==> config.mk <==
export PLATFORM = sky130hd
export DESIGN_NAME = fir_seq_ctrl
export DESIGN_NICKNAME = d
export VERILOG_FILES = /design/src/rtl/fir_seq_ctrl.sv
export SDC_FILE = /design/constraint.sdc
export NUM_CORES = 1
export LEC_CHECK = 0
export ABC_AREA = 1
export CAP_MARGIN = 20
export CORE_MARGIN = 4
export CORE_UTILIZATION = 30
export CTS_CLUSTER_SIZE = 28
export DETAILED_ROUTE_END_ITERATION = 8
export DONT_BUFFER_PORTS = 1
export PLACE_DENSITY_LB_ADDON = 0.08
export SYNTH_ARGS = -nofsm -noshare
export SYNTH_HDL_FRONTEND = slang
export SYNTH_SLANG_ARGS = --single-unit
==> constraint.sdc <==
create_clock -name clock -period 6.9 [get_ports clock]
set_clock_uncertainty 0.2 [all_clocks]
set_input_delay 0.69 -clock clock [delete_from_list [all_inputs] [get_ports clock]]
set_output_delay 0.69 -clock clock [all_outputs]
set_load 0.005 [all_outputs]
==> src/rtl/fir_seq_ctrl.sv <==
// rtl/fir_seq_ctrl.sv - 8-tap FIR sequencer driving an external coefficient ROM
//
// Accepts one unsigned sample per transaction (in_valid/in_ready), shifts it
// into an 8-entry delay line, walks ROM taps 0..7 and multiply-accumulates
// coefficient * delayed sample, then holds the result on out_valid/out_data
// until out_ready.
//
// Ports:
//   clock, reset_n          rising-edge clock, asynchronous active-low reset
//   in_valid/in_ready       sample handshake, in_data is the sample
//   clear                   zero the delay line (only while idle)
//   rom_en/rom_addr         ROM read strobe and tap address
//   rom_out                 ROM coefficient, one cycle after rom_en
//   out_valid/out_ready     result handshake, out_data is the filter output
//   busy                    transaction in progress

module fir_seq_ctrl #(
  parameter int DATA_W  = 8,
  parameter int COEFF_W = 8,
  parameter int OUT_W   = 19
) (
  input  logic               clock,
  input  logic               reset_n,
  input  logic               in_valid,
  output logic               in_ready,
  input  logic [DATA_W-1:0]  in_data,
  input  logic               clear,
  output logic               rom_en,
  output logic [2:0]         rom_addr,
  input  logic [COEFF_W-1:0] rom_out,
  output logic               out_valid,
  input  logic               out_ready,
  output logic [OUT_W-1:0]   out_data,
  output logic               busy
);

  localparam int PROD_W = DATA_W + COEFF_W;
  localparam int LINE_W = 8 * DATA_W;

  typedef enum logic [1:0] {
    S_IDLE = 2'd0,
    S_RUN  = 2'd1,
    S_LAST = 2'd2,
    S_DONE = 2'd3
  } state_t;

  state_t             state_q, state_d;
  logic [2:0]         tap_cnt_q, tap_cnt_d;
  logic [OUT_W-1:0]   acc_q, acc_d;
  // Delay line packed as x[7]..x[0], x[0] (newest) in the low DATA_W bits.
  logic [LINE_W-1:0]  x_q, x_d;
  logic               mac_v_q, mac_v_d;
  logic [2:0]         mac_idx_q, mac_idx_d;

  logic [DATA_W-1:0]  x_sel;
  logic [PROD_W-1:0]  prod;
  logic               accept;

  always_ff @(posedge clock or negedge reset_n) begin
    if (!reset_n) begin
      state_q   <= S_IDLE;
      tap_cnt_q <= '0;
      acc_q     <= '0;
      x_q       <= '0;
      mac_v_q   <= 1'b0;
      mac_idx_q <= '0;
    end else begin
      state_q   <= state_d;
      tap_cnt_q <= tap_cnt_d;
      acc_q     <= acc_d;
      x_q       <= x_d;
      mac_v_q   <= mac_v_d;
      mac_idx_q <= mac_idx_d;
    end
  end

  always_comb begin
    state_d   = state_q;
    tap_cnt_d = tap_cnt_q;
    acc_d     = acc_q;
    x_d       = x_q;
    accept    = 1'b0;

    // The ROM output lags rom_addr by one cycle, so the MAC stage works on
    // the tap index registered alongside the read.
    mac_v_d   = (state_q == S_RUN);
    mac_idx_d = tap_cnt_q;
    x_sel     = x_q[mac_idx_q*DATA_W +: DATA_W];
    prod      = rom_out * x_sel;

    if (mac_v_q) begin
      acc_d = acc_q + {{(OUT_W-PROD_W){1'b0}}, prod};
    end

    unique case (state_q)
      S_IDLE: begin
        if (clear) begin
          x_d = '0;
        end
        if (in_valid) begin
          accept    = 1'b1;
          // Clear takes effect before the shift when both arrive together.
          x_d       = clear ? {{(LINE_W-DATA_W){1'b0}}, in_data}
                            : {x_q[LINE_W-DATA_W-1:0], in_data};
          acc_d     = '0;
          tap_cnt_d = '0;
          state_d   = S_RUN;
        end
      end
      S_RUN: begin
        tap_cnt_d = tap_cnt_q + 3'd1;
        if (tap_cnt_q == 3'd7) begin
          state_d = S_LAST;
        end
      end
      S_LAST: begin
        state_d = S_DONE;
      end
      S_DONE: begin
        if (out_ready) begin
          state_d = S_IDLE;
        end
      end
      default: begin
        state_d = S_IDLE;
      end
    endcase
  end

  always_comb begin
    in_ready  = (state_q == S_IDLE);
    rom_en    = (state_q == S_RUN);
    rom_addr  = (state_q == S_RUN) ? tap_cnt_q : 3'd0;
    out_valid = (state_q == S_DONE);
    out_data  = (state_q == S_DONE) ? acc_q : '0;
    busy      = (state_q != S_IDLE);
  end

endmodule

-- After elaboration in Yosys (flattened, before gate mapping)
Cells that the tools add are included.
- register bits after elaboration: 92
- input port bits: 21
- logic and storage cells: 38
- $add $sub $neg: 2
- multiply operators: 1
- eq/ne operators: 7
- shift operators: 1
- multiplexer cells: 14
- reductions and logical operators: 7
- operators with widths (kind ; count):
    $mux 64 ; 3
    $mux 19 ; 4
    $shiftx 64x7->8 ; 1
    $add 19x16->19 ; 1
    $mul 8x8->16 ; 1
    $pmux 2 s4 ; 1
    $mux 2 ; 3
    $mux 3 ; 2
    $pmux 3 s2 ; 1
    $reduce_bool 2->1 ; 3
    $eq 2x2->1 const B ; 2
    $ne 2x1->1 const B ; 2
    $reduce_and 2->1 ; 2
    $add 3x1->3 const B ; 1
    $eq 3x3->1 const B ; 1
    $reduce_and 3->1 ; 1
    $eq 2x1->1 const B ; 1
    $logic_not 2->1 ; 1
    $ne 2x2->1 const B ; 1

-- Longest topological paths before layout
- depth in word-level cells: 6
- gate-level depth with buffers: 28
- mapped depth without buffers: 27

-- Least setup slack after synthesis
Ideal clock, no wire load.
- kind: reg2reg
- start: reg mac_idx_q[1]
- end: reg acc_q[7]
- arrival time: 4.322 ns
- required time: 6.636 ns
- slack: 2.314 ns
- cell stages (with the launch flop): 24
- buffers on the path: 2
- clock period less this slack: 4.586 ns
- cells stage by stage: dfrtp_1 > buf_4 > buf_2 > a21oi_1 > o21ai_0 > nand3_1 > nand2_1 > inv_2 > nand2_1 > fa_1 > inv_1 > fa_1 > inv_1 > fa_1 > fa_1 > inv_1 > ha_1 > nor2_1 > a21oi_1 > inv_1 > or2_2 > nand3_1 > o211ai_1 > inv_1
- cells in the longest elaborated chain, start to end: 6
- ends and longest elaborated chain (item ; RTL line ; text):
    from (decl) ; 53 ; logic [2:0] mac_idx_q, mac_idx_d;
    from (signal assigned) ; 73 ; mac_idx_q <= mac_idx_d;
    $shiftx 64x7->8 (*) ; 88 ; x_sel = x_q[mac_idx_q*DATA_W +: DATA_W];
    $mul 8x8->16 (*) ; 89 ; prod = rom_out * x_sel;
    $add 19x16->19 (*) ; 92 ; acc_d = acc_q + {{(OUT_W-PROD_W){1'b0}}, prod};
    $mux 19 (*) ; 91 ; if (mac_v_q) begin
    $mux 19 ; 100 ; if (in_valid) begin
    $mux 19 (*) ; 95 ; unique case (state_q)
    named net acc_d[7] ; 49 ; logic [OUT_W-1:0] acc_q, acc_d;
    to (signal assigned) ; 63 ; acc_q <= '0;
    to (signal assigned) ; 70 ; acc_q <= acc_d;
    to (decl) ; 49 ;
Mark *: on every way through the listed nets, which the timed path passes. The rest lies on a longest branch.
A chain may end at the register's enable or synchronous reset.

-- Final worst setup path
- start: reg mac_idx_q[0]
- end: reg acc_q[13]
Same word-level chain as after synthesis.

==> run metrics <==
outcome complete, no violations; CTS resizes 0; synthesized instance count 931; Hold Fails Final Rpt 0; crit end category register; hold crit path type in -> async; clk_lat worst skew 0.36 ns; Max transition margin 0.342; fin crit share 0.778; Clock Pin Slew Worst Setup and Hold Paths 0.08 ns; setup TNS 0 ns; P&R area growth vs syn 8.95%; GRT Residual Overflow 0; TritonCTS Buffers 9; post-synthesis average cell area 7.63 sq um; Final nets 1036; RePlAce Congestion 0.818; Worst Max-Slew Pin Slew 0.987 ns; initial drt markers 392; FMAX 186 MHz; layout cells sized above 1 0.0423; Syn Std Cell Area 0.00710 sq mm; starting density of the core 0.303; CTS tree yes; vias in the first global route 5786; Root Buffer clkbuf_16; dpl cells 1225; die area 0.0262 sq mm; row count 56; final setup margin 1.53 ns; Post-DRT Antenna Nets 0; Critical Path RT 6.96 ns; Die H 162 um; # clock sinks 92; GRT Resource Usage Total 0.148; Final min period 5.37 ns; antenna violations before repair 0; total wire length 18200 um; Die W 162 um; port bufs 0; register area share after synthesis 0.324; WL per Instance 14.7 um; Hold Slack 0.0261 ns; Worst EP arrival 5.43 ns; CORE AREA 0.0234 sq mm; RSZ-0062 raised after global routing false; pre-CTS setup slack 1.49 ns; Vias 5484; Synth cell types 26; Max H-tree Level 3; Residual DRC 0; total number of yosys warnings 0; # setup viols final 0; Crit-path slowest cell fa_1; Max Cap Viol 0; critical path's most frequent cell nand2_1; Setup Crit Path Kind reg -> reg; Antenna Cells 0; Worst setup SP type register; CP max FO 33; Yosys reg bits 92; maximum clock path buffer count 2; first drt pass iteration count 4; CP max stage delay 0.53 ns; num ports 47; Non-Filler Instances 1242; global-route wire length before repair 30900 um; syn_nets 1049; drt via density 4.42; max-slew violations 0; largest net degree at the start of global routing 93; dpl hpwl 13200 um
[registers in the layout, indices dropped and copies added, names as in the netlist]
name and flops:
mac_v_q 1, mac_idx_q 3, mac_idx_d 3, state_q 2, x_q 64, acc_q 19
[cells in the final DEF (no fill, tap or decap)]
master,netlist,final
o21ai_4,0,1
inv_8,0,2
bufinv_16,0,2
buf_16,0,1
o211ai_1,4,4
xor2_1,1,1
nor3_1,1,1
clkinvlp_4,0,2
o21ai_1,4,4
o21ai_0,49,49
xnor2_1,1,1
nand4_1,1,1
inv_1,259,259
inv_6,0,1
o22ai_1,57,57
nand2_1,164,163
and2_1,1,1
or2_2,1,1
ha_1,47,47
dfrtp_1,92,92
buf_4,1,5
nor2_1,67,67
fa_1,50,50
inv_2,11,11
nand3b_1,1,1
a21oi_1,50,50
nand2_2,3,4
nand3_1,36,36
clkbuf_16,0,9
[kinds of logic after synthesis]
kind of cell	share of synthesized area
buf+inv	0.167
xor+xnor	0.00247
simple gates	0.155
flops	0.324
compound gates	0.128
fa+ha+maj	0.224
[path summary, 6_finish.rpt]
kind	end	slack, ns	cells after the start	from
worst max-delay path	acc_q[13]	1.53	28	mac_idx_q[0]
worst min-delay path	acc_q[6]	0.03	1	reset_n
worst max register to register	acc_q[13]	1.53	28	mac_idx_q[0]
worst min register to register	mac_idx_q[1]	0.25	0	mac_idx_d[1]
min in group clock	mac_idx_q[1]	0.25	0	mac_idx_d[1]
max in group asynchronous	mac_idx_q[2]	6.03	1	reset_n
[layout make-up]
cell class                 count  area, sq um
fill                        2604        15700
multi-input combinational    539         3620
sequential                    92         2300
inverter                     270         1010
tap                          319          399
clock buffer                   9          225
clock inverter                 7          106
timing repair buffer           6         65.1
[what timing repair did]
item / in CTS / in global routing
endpoints found under the setup margin: 0 / 0
buffers inserted: 0 / 0
endpoints found under the hold margin: 92 / 0
hold buffers: 1 / 0
[synth_stat cells]
master	number	share of area
and2_1	1	0.00088
xnor2_1	1	0.0012
o22ai_1	57	0.050
clkbuf_1	11	0.0058
buf_4	1	0.0011
inv_2	11	0.0058
nand2_2	3	0.0026
nor2_1	67	0.035
nand3_1	36	0.025
nand3b_1	1	0.0011
or2_2	1	0.00088
o211ai_1	4	0.0042
dfrtp_1	92	0.32
inv_1	259	0.14
fa_1	50	0.14
ha_1	47	0.083
buf_2	13	0.0092
o21ai_0	49	0.035
nor3_1	1	0.00070
nand4_1	1	0.00088
nand2_1	164	0.087
xor2_1	1	0.0012
buf_6	5	0.0079
o21ai_2	1	0.0012
a21oi_1	50	0.035
o21ai_1	4	0.0028
[per-layer routing]
layer | GRT usage | share of wire | vias up
li1 | - | - | 2805
met1 | 0.218 | 0.52 | 2596
met2 | 0.228 | 0.43 | 73
met3 | 0.0233 | 0.037 | 10
met4 | 0.0381 | 0.0079 | 0
met5 | 0 | 0 | -
[critical path: cells and delay by family, from the launching register on]
kind | cells | cell delay (ns)
compound gates | 2 | 0.20
fa+ha+maj | 5 | 2.34
buf+inv | 9 | 1.06
flops | 1 | 0.36
simple gates | 12 | 1.11
[stage by stage]
stage	utilization	area, sq um
floorplan	-	7100
global placement	0.315	7380
detailed placement	0.315	7380
CTS	0.331	7740
global route	0.331	7740
finish	0.331	7740
Power is left out: the tool's default activity adds up to more than one toggle a clock period on the data nets, which glitch-free logic cannot reach.
